[config.mk]
export PLATFORM = sky130hd
export DESIGN_NAME = regfile_access_ctrl_flat
export DESIGN_NICKNAME = d
export VERILOG_FILES = /design/src/rtl/regfile_access_ctrl_pkg.sv /design/src/rtl/regfile_access_ctrl_if.sv /design/src/rtl/regfile_access_ctrl.sv /design/src/flat_wrapper.sv
export SDC_FILE = /design/constraint.sdc
export NUM_CORES = 1
export LEC_CHECK = 0
export BUFFER_PORTS_ARGS = -buffer_cell sky130_fd_sc_hd__buf_2
export CAP_MARGIN = 5
export CORE_ASPECT_RATIO = 0.75
export CORE_MARGIN = 2
export CORE_UTILIZATION = 25
export CTS_CLUSTER_SIZE = 8
export DETAILED_ROUTE_END_ITERATION = 8
export GPL_ROUTABILITY_DRIVEN = 0
export PLACE_DENSITY = 0.5
export SYNTH_ARGS = -nofsm -noshare
export SYNTH_HDL_FRONTEND = slang
export SYNTH_SLANG_ARGS = --single-unit
[constraint.sdc]
create_clock -name clk -period 2.4 [get_ports clk]
set_clock_uncertainty 0.1 [all_clocks]
set_input_delay 0.24 -clock clk [delete_from_list [all_inputs] [get_ports clk]]
set_output_delay 0.24 -clock clk [all_outputs]
set_load 0.1 [all_outputs]
[src/rtl/regfile_access_ctrl_pkg.sv]
// -----------------------------------------------------------------------------
// regfile_access_ctrl_pkg
//   Shared definitions for the register-file access controller: FSM state
//   encoding and the fixed register indices the controller treats specially.
// -----------------------------------------------------------------------------
package regfile_access_ctrl_pkg;

    typedef enum logic [1:0] {
        ST_INIT = 2'd0,   // hardware clearing sweep of x1..x31
        ST_RUN  = 2'd1,   // core owns the register file, debug may be accepted
        ST_DBG  = 2'd2,   // single stall cycle servicing the debug access
        ST_RSP  = 2'd3    // debug response held until consumed
    } state_e;

    localparam logic [4:0] REG_X0   = 5'd0;
    localparam logic [4:0] REG_SP   = 5'd2;
    localparam logic [4:0] LAST_REG = 5'd31;

endpackage

[src/rtl/regfile_access_ctrl_if.sv]
// -----------------------------------------------------------------------------
// regfile_access_ctrl_if
//   Bundles every non-clock/reset signal of the register-file access controller:
//     core_*      core writeback and rs1 address, plus core_stall back to core
//     init_done   initialisation sweep finished
//     dbg_req_*   debug request channel (valid/ready, we, addr, wdata)
//     dbg_rsp_*   debug response channel (valid/ready, rdata)
//     rf_*        register-file write port and rs1 read port
//   modport slave  : the controller
//   modport master : the surrounding core / debug agent / register file
// -----------------------------------------------------------------------------
interface regfile_access_ctrl_if #(
    parameter int XLEN = 32
);
    logic            core_regwrite;
    logic [4:0]      core_rd;
    logic [XLEN-1:0] core_wd;
    logic [4:0]      core_rs1;
    logic            core_stall;
    logic            init_done;

    logic            dbg_req_valid;
    logic            dbg_req_ready;
    logic            dbg_req_we;
    logic [4:0]      dbg_req_addr;
    logic [XLEN-1:0] dbg_req_wdata;
    logic            dbg_rsp_valid;
    logic            dbg_rsp_ready;
    logic [XLEN-1:0] dbg_rsp_rdata;

    logic            rf_regwrite;
    logic [4:0]      rf_rd;
    logic [XLEN-1:0] rf_wd;
    logic [4:0]      rf_rs1;
    logic [XLEN-1:0] rf_rs1_data;

    modport master (
        output core_regwrite, core_rd, core_wd, core_rs1,
        output dbg_req_valid, dbg_req_we, dbg_req_addr, dbg_req_wdata,
        output dbg_rsp_ready, rf_rs1_data,
        input  core_stall, init_done, dbg_req_ready, dbg_rsp_valid,
        input  dbg_rsp_rdata, rf_regwrite, rf_rd, rf_wd, rf_rs1
    );

    modport slave (
        input  core_regwrite, core_rd, core_wd, core_rs1,
        input  dbg_req_valid, dbg_req_we, dbg_req_addr, dbg_req_wdata,
        input  dbg_rsp_ready, rf_rs1_data,
        output core_stall, init_done, dbg_req_ready, dbg_rsp_valid,
        output dbg_rsp_rdata, rf_regwrite, rf_rd, rf_wd, rf_rs1
    );

endinterface

[src/rtl/regfile_access_ctrl.sv]
// -----------------------------------------------------------------------------
// regfile_access_ctrl
//   Owns the register file's write port and rs1 read port. After reset it
//   sweeps x1..x31 to zero (x2 gets SP_INIT), then shares the register file
//   between core writeback and a debug request/response port. Each debug
//   access costs exactly one core stall cycle.
//
//   Ports:
//     clk    clock
//     reset  synchronous active-low reset (0 = reset)
//     bus    regfile_access_ctrl_if.slave: core, debug and register-file signals
// -----------------------------------------------------------------------------
module regfile_access_ctrl
    import regfile_access_ctrl_pkg::*;
#(
    parameter int              XLEN       = 32,
    parameter logic [XLEN-1:0] SP_INIT    = 32'h100,
    parameter int              INIT_SWEEP = 1
) (
    input  logic                 clk,
    input  logic                 reset,
    regfile_access_ctrl_if.slave bus
);

    localparam state_e RESET_STATE = (INIT_SWEEP != 0) ? ST_INIT : ST_RUN;

    state_e          state_q,     state_d;
    logic [4:0]      cnt_q,       cnt_d;
    logic            init_done_q, init_done_d;
    logic            rsp_valid_q, rsp_valid_d;
    logic [XLEN-1:0] rsp_rdata_q, rsp_rdata_d;
    logic            dbg_we_q,    dbg_we_d;
    logic [4:0]      dbg_addr_q,  dbg_addr_d;
    logic [XLEN-1:0] dbg_wdata_q, dbg_wdata_d;

    // Next-state and register-file port mux
    always_comb begin
        state_d     = state_q;
        cnt_d       = cnt_q;
        init_done_d = init_done_q;
        rsp_valid_d = rsp_valid_q;
        rsp_rdata_d = rsp_rdata_q;
        dbg_we_d    = dbg_we_q;
        dbg_addr_d  = dbg_addr_q;
        dbg_wdata_d = dbg_wdata_q;

        // Core path is the default owner of both ports.
        bus.rf_regwrite   = bus.core_regwrite;
        bus.rf_rd         = bus.core_rd;
        bus.rf_wd         = bus.core_wd;
        bus.rf_rs1        = bus.core_rs1;
        bus.core_stall    = (state_q == ST_INIT) || (state_q == ST_DBG);
        bus.dbg_req_ready = (state_q == ST_RUN);

        case (state_q)
            ST_INIT: begin
                bus.rf_regwrite = 1'b1;
                bus.rf_rd       = cnt_q;
                bus.rf_wd       = (cnt_q == REG_SP) ? SP_INIT : '0;
                if (cnt_q == LAST_REG) begin
                    state_d     = ST_RUN;
                    init_done_d = 1'b1;
                end else begin
                    cnt_d = cnt_q + 5'd1;
                end
            end

            ST_RUN: begin
                // Covers the no-sweep configuration, where RUN follows reset directly.
                init_done_d = 1'b1;
                if (bus.dbg_req_valid) begin
                    dbg_we_d    = bus.dbg_req_we;
                    dbg_addr_d  = bus.dbg_req_addr;
                    dbg_wdata_d = bus.dbg_req_wdata;
                    state_d     = ST_DBG;
                end
            end

            ST_DBG: begin
                // Debug side owns both ports; the stalled core re-presents its
                // blocked write next cycle. A core write committed in the accept
                // cycle is already visible here, so reads observe it.
                bus.rf_regwrite = dbg_we_q && (dbg_addr_q != REG_X0);
                bus.rf_rd       = dbg_addr_q;
                bus.rf_wd       = dbg_wdata_q;
                bus.rf_rs1      = dbg_addr_q;
                rsp_rdata_d     = (dbg_we_q || (dbg_addr_q == REG_X0)) ? '0 : bus.rf_rs1_data;
                rsp_valid_d     = 1'b1;
                state_d         = ST_RSP;
            end

            ST_RSP: begin
                if (bus.dbg_rsp_ready) begin
                    rsp_valid_d = 1'b0;
                    state_d     = ST_RUN;
                end
            end

            default: begin
                state_d = RESET_STATE;
            end
        endcase
    end

    assign bus.init_done     = init_done_q;
    assign bus.dbg_rsp_valid = rsp_valid_q;
    assign bus.dbg_rsp_rdata = rsp_rdata_q;

    // State register
    always_ff @(posedge clk) begin
        if (!reset) begin
            state_q     <= RESET_STATE;
            cnt_q       <= 5'd1;
            init_done_q <= 1'b0;
            rsp_valid_q <= 1'b0;
            rsp_rdata_q <= '0;
            dbg_we_q    <= 1'b0;
            dbg_addr_q  <= REG_X0;
        end else begin
            state_q     <= state_d;
            cnt_q       <= cnt_d;
            init_done_q <= init_done_d;
            rsp_valid_q <= rsp_valid_d;
            rsp_rdata_q <= rsp_rdata_d;
            dbg_we_q    <= dbg_we_d;
            dbg_addr_q  <= dbg_addr_d;
        end
        dbg_wdata_q <= dbg_wdata_d;
    end

endmodule

[src/flat_wrapper.sv]
// flat-port wrapper written by rule: the top's interface ports become plain ports
module regfile_access_ctrl_flat import regfile_access_ctrl_pkg::*;
#(
    parameter int              XLEN       = 32,
    parameter logic [XLEN-1:0] SP_INIT    = 32'h100,
    parameter int              INIT_SWEEP = 1
)
  (clk, reset, bus_core_regwrite, bus_core_rd, bus_core_wd, bus_core_rs1, bus_dbg_req_valid, bus_dbg_req_we, bus_dbg_req_addr, bus_dbg_req_wdata, bus_dbg_rsp_ready, bus_rf_rs1_data, bus_core_stall, bus_init_done, bus_dbg_req_ready, bus_dbg_rsp_valid, bus_dbg_rsp_rdata, bus_rf_regwrite, bus_rf_rd, bus_rf_wd, bus_rf_rs1);
  regfile_access_ctrl_if #(.XLEN(XLEN)) bus_i ();
  input  logic clk;
  input  logic reset;
  input wire logic [$bits(bus_i.core_regwrite)-1:0] bus_core_regwrite;
  input wire logic [$bits(bus_i.core_rd)-1:0] bus_core_rd;
  input wire logic [$bits(bus_i.core_wd)-1:0] bus_core_wd;
  input wire logic [$bits(bus_i.core_rs1)-1:0] bus_core_rs1;
  input wire logic [$bits(bus_i.dbg_req_valid)-1:0] bus_dbg_req_valid;
  input wire logic [$bits(bus_i.dbg_req_we)-1:0] bus_dbg_req_we;
  input wire logic [$bits(bus_i.dbg_req_addr)-1:0] bus_dbg_req_addr;
  input wire logic [$bits(bus_i.dbg_req_wdata)-1:0] bus_dbg_req_wdata;
  input wire logic [$bits(bus_i.dbg_rsp_ready)-1:0] bus_dbg_rsp_ready;
  input wire logic [$bits(bus_i.rf_rs1_data)-1:0] bus_rf_rs1_data;
  output wire logic [$bits(bus_i.core_stall)-1:0] bus_core_stall;
  output wire logic [$bits(bus_i.init_done)-1:0] bus_init_done;
  output wire logic [$bits(bus_i.dbg_req_ready)-1:0] bus_dbg_req_ready;
  output wire logic [$bits(bus_i.dbg_rsp_valid)-1:0] bus_dbg_rsp_valid;
  output wire logic [$bits(bus_i.dbg_rsp_rdata)-1:0] bus_dbg_rsp_rdata;
  output wire logic [$bits(bus_i.rf_regwrite)-1:0] bus_rf_regwrite;
  output wire logic [$bits(bus_i.rf_rd)-1:0] bus_rf_rd;
  output wire logic [$bits(bus_i.rf_wd)-1:0] bus_rf_wd;
  output wire logic [$bits(bus_i.rf_rs1)-1:0] bus_rf_rs1;
  assign bus_i.core_regwrite = bus_core_regwrite;
  assign bus_i.core_rd = bus_core_rd;
  assign bus_i.core_wd = bus_core_wd;
  assign bus_i.core_rs1 = bus_core_rs1;
  assign bus_i.dbg_req_valid = bus_dbg_req_valid;
  assign bus_i.dbg_req_we = bus_dbg_req_we;
  assign bus_i.dbg_req_addr = bus_dbg_req_addr;
  assign bus_i.dbg_req_wdata = bus_dbg_req_wdata;
  assign bus_i.dbg_rsp_ready = bus_dbg_rsp_ready;
  assign bus_i.rf_rs1_data = bus_rf_rs1_data;
  assign bus_core_stall = bus_i.core_stall;
  assign bus_init_done = bus_i.init_done;
  assign bus_dbg_req_ready = bus_i.dbg_req_ready;
  assign bus_dbg_rsp_valid = bus_i.dbg_rsp_valid;
  assign bus_dbg_rsp_rdata = bus_i.dbg_rsp_rdata;
  assign bus_rf_regwrite = bus_i.rf_regwrite;
  assign bus_rf_rd = bus_i.rf_rd;
  assign bus_rf_wd = bus_i.rf_wd;
  assign bus_rf_rs1 = bus_i.rf_rs1;
  regfile_access_ctrl #(.XLEN(XLEN), .SP_INIT(SP_INIT), .INIT_SWEEP(INIT_SWEEP)) u_core (.clk(clk), .reset(reset), .bus(bus_i));
endmodule
[Word-level counts from Yosys, hierarchy flattened]
Index checks and enable logic that the tools add are counted.
W data, S select, Z words.
Operators by class
  multiplexer cells: 14
  bitwise logic cells: 1
  equality and inequality tests: 8
  add/sub/neg operators: 1
  reductions and logical operators: 13
Operator list (number)
  $pmux W32 S2: 1
  $mux W32: 1
  $pmux W5 S2: 1
  $mux W9: 1
  $pmux W2 S4: 1
  $reduce_and A2 Y1: 4
  $mux W2: 3
  $ne A2 B2 Y1 const B: 3
  $pmux W1 S2: 3
  $add A5 B1 Y5 const B: 1
  $eq A5 B2 Y1 const B: 1
  $eq A5 B5 Y1 const B: 1
  $logic_not A5 Y1: 1
  $mux W5: 1
  $reduce_bool A5 Y1: 1
  $eq A2 B2 Y1 const B: 2
  $reduce_bool A2 Y1: 2
  $reduce_and A3 Y1: 1
  $eq A2 B1 Y1 const B: 1
  $logic_not A2 Y1: 1
  $logic_or A1 B1 Y1: 2
  $mux W1: 2
  $logic_and A1 B1 Y1: 1
  $not A1 Y1: 1
Storage, ports and cells
  output and inout bits: 79
  flip-flop bits (word level): 79
  word-level logic and storage cells: 45
  input port bits: 117

[Longest topological paths before layout]
  word-level depth: 3
  depth in mapped cells: 7
  mapped depth without buffers: 6

[Least setup slack after synthesis]
OpenSTA, ideal clock, no wires.
  path kind: reg2out
  from: register u_core.state_q[0]
  to: output bus_rf_wd[11]
  buffers on the path: 2
  path slack: -1.065 ns
  stages on the path, launching flop included: 7
  data required time: 2.060 ns
  data arrival time: 3.125 ns
  cell sequence: dfxtp_1 > inv_1 > ha_1 > buf_2 > buf_2 > nand2b_1 > o21ai_0
On the way
  cells in the longest elaborated chain, start to end: 2
  elaborated cells between the ends (all ways): 3
  classes of those cells: eq/ne (1); mux (1); reduce/logical (1)
RTL lines
  start: declaration: line regfile_access_ctrl.sv:27  | state_e state_q, state_d;
  start signal: assignment: line regfile_access_ctrl.sv:120  | state_q <= state_d;
  $eq A2 B2 Y1 or $logic_not A2 Y1 (tied branches): line regfile_access_ctrl.sv:55  | case (state_q)
  $pmux W32 S2 (*): line regfile_access_ctrl.sv:55
  end: declaration: line flat_wrapper.sv:29  | output wire logic [$bits(bus_i.rf_wd)-1:0] bus_rf_wd;
Mark *: on every way between the ends. The rest lies on a longest branch, timed or not.

[Final worst setup path]
  from: register u_core.state_q[0]
  to: output bus_rf_wd[12]
Same word-level chain as after synthesis.

==> key figures <==
Power and ir drop
  – Tot Pwr: 4.19 mW
  – Maximum VDD drop: 0.000534 V
  – Power Density: 757 mW/mm^2
  – Pleak: 2.48 nW

GRT
  – First-pass GRT wire length: 15000 um
  – Grt ovf: 0
  – Initial antenna violation count: 0
  – Largest net degree at the start of global routing: 33
  – Vias in the first global route: 3005
  – GRT Resource Usage Total: 13.7%

Synth
  – Async SR Flop Fraction: 0%
  – Top area cells in the synthesized netlist: edfxtp_1, dfxtp_1, a22o_1
  – Yosys cell types: 35
  – Share of Yosys cell area claimed by the top area cell type: around 29%
  – Post-Synthesis Net Count: 407
  – Sequential share of the synthesized area: 57.4%
  – Post-synth EDFFs: 32
  – Ys Warns: 0
  – Top cells by count, synth: a22o_1, dfxtp_1, nand2_1
  – Mapped Cells: 283
  – Top_reg_cell synth: dfxtp_1
  – Mapped Area: 0.00331 sq mm
  – Synth area leader: edfxtp_1
  – Count leader, synth: a22o_1
  – Syn_area_per_cell: roughly 12 sq um
  – Synth Register Bits: 79

Clocking
  – # clock sinks: 79
  – CTS Buffer Depth: 2
  – Root Driver: clkbuf_16
  – Postcts setup bufs: 0
  – CTS clk-pin slew, worst paths: 60 ps
  – CTS tree: yes
  – Num CTS Buffers: 9
  – Worst-Skew Late Latency: 330 ps
  – H-tree depth: 3

Finish
  – Core Util, Final: 42.7%
  – Layout cells sized above 1: 47.6%
  – Nets: 630
  – ANT cells: 0
  – P&R area growth vs syn: 66.9%

Timing
  – Final worst-path setup slack: 98.8 ps
  – RSZ-0062 raised after global routing: false
  – Crit share post-route: 95.9%
  – Tmin final: ~2300 ps
  – Final Max Slew Viols: 0
  – Worst slew pin tran: a little over 600 ps
  – Count of final setup violators: 0
  – Final hold vios: 0
  – Fmax: 435 MHz
  – Slew HR: 59.4%

Routing
  – Vias per cell: 4.38
  – DRC Markers: 0
  – Met2 wire len: 4460 um
  – DRT Wirelength: 9970 um
  – Number of routed nets with antenna violations: 0
  – Routed length per instance: 14.6 um
  – Routed wl met3: 987 um
  – Max layer used: met4
  – Routed met1 length: around 4400 um
  – Vias post-DR: about 3000
  – Initial detailed-routing violation count: 125
  – First-pass DRT Iterations: 4

Place
  – Number of port buffers: 195
  – Post-DP HPWL: about 7300 um
  – Place WS: slightly below 400 ps

Worst setup path
  – CP required: 2060 ps
  – Critical Path Fanout Max: 30
  – Crit. End Element: output pin
  – Worst EP arrival: 1960 ps
  – Crit Path Class: reg -> out
  – CP Launch Type: flop

Run status
  – Status: completed

Floorplanning
  – Initial core utilization: 25.5%
  – Num rows: 36
  – Die footprint: 0.0142 sq mm
  – I/O Pins: 196
  – Chip height: 104 um
  – Core area: 0.0130 sq mm
  – Die X: 137 um

Hold path
  – Worst hold-check path type: in -> reg

Job
  – MaxCap Viol Count: 0
## where the power goes
| part | leakage [nW] | total [mW] | internal [mW] | switching [mW] |
|---|---|---|---|---|
| Sequential | 0.668 | 1.49 | 1.45 | 0.0446 |
| Combinational | 1.66 | 1.32 | 0.452 | 0.865 |
| Clock | 0.155 | 1.38 | 0.830 | 0.546 |
## sequential cells by signal, indices dropped and copies added, names as in the netlist
register	flops
u_core.state_q	2
u_core.bus.init_done	1
u_core.dbg_wdata_q	32
u_core.cnt_q	5
u_core.dbg_addr_q	5
u_core.bus.dbg_rsp_valid	1
u_core.dbg_we_q	1
u_core.bus.dbg_rsp_rdata	32
## what timing repair did
action | 4_1_cts | 5_1_grt
endpoints found under the hold margin | 32 | 0
gates resized for setup | 0 | 5
endpoints found under the setup margin | 0 | 34
hold buffers | 32 | 0
## stage by stage
| stage | hold WS, ps | area (sq um) | TNS, ps | cells |
|---|---|---|---|---|
| after floorplan | 239 | 3360 | -625 | 283 |
| after global placement | 318 | 4890 | 0 | 634 |
| after detailed placement | 318 | 4890 | 0 | 634 |
| after CTS | 3.59 | 5520 | 0 | 682 |
| after global routing | 7.39 | 5530 | 0 | 682 |
| final | 22.1 | 5530 | 0 | 682 |
## path summary, 6_finish.rpt
path / startpoint / end / slack, ps / depth (start not counted)
max reg2reg: u_core.cnt_q[0]$_SDFFE_PN1P_ / u_core.cnt_q[4]$_SDFFE_PN0P_ / 410 / 6
max: u_core.state_q[0]$_SDFFE_PN0P_ / bus_rf_wd[12] / 100 / 6
min: bus_rf_rs1_data[21] / u_core.bus.dbg_rsp_rdata[21]$_SDFFE_PN0P_ / 20 / 2
min reg2reg: u_core.bus.dbg_rsp_rdata[26]$_SDFFE_PN0P_ / u_core.bus.dbg_rsp_rdata[26]$_SDFFE_PN0P_ / 370 / 1
## per-layer routing
metal  vias to the layer above  GRT usage (%)
li1                       1481              -
met1                      1358           17.2
met3                        10           5.04
met5                         -              0
met4                         0           3.09
met2                       137           22.3
## cell type report
type | instances | area (sq um)
Sequential cell | 79 | 1900
Tap cell | 171 | 214
Inverter | 7 | 30.0
Timing Repair Buffer | 235 | 1780
Clock buffer | 12 | 278
Clock inverter | 4 | 32.5
Fill cell | 1262 | 7440
Multi-Input combinational cell | 174 | 1290
## logic make-up after synthesis
group | share of synthesized area (%)
simple gates | 11.1
xor+xnor | 0.529
fa+ha+maj | 2.64
flops | 57.4
compound gates | 20.7
mux | 2.60
buf+inv | 5.02
## placed cells by master (no fill, tap or decap), types with 2 or more instances in the layout
cell type      instances
buf_2                166
a22o_1                51
dfxtp_1               47
nand2_1               37
dlygate4sd3_1         32
edfxtp_1              32
buf_12                28
nand2b_1              13
o21ai_2               10
clkbuf_16             10
a21boi_0               7
inv_1                  6
nand3_1                6
a22oi_1                5
mux2_2                 5
nor2b_1                5
buf_4                  5
ha_1                   4
nor2_1                 3
mux2i_1                3
ha_2                   3
clkbuf_4               3
o21ai_1                2
nand3b_1               2
xnor2_1                2
clkbuf_8               2
inv_6                  2
## worst max-delay path, stage by stage, from the launching register on
cell and delay (ps):
dfxtp_1 380, inv_1 90, ha_2 200, buf_4 220
nand2b_1 190, o21ai_2 110, buf_2 430
(Power assumes the default switching activity.)
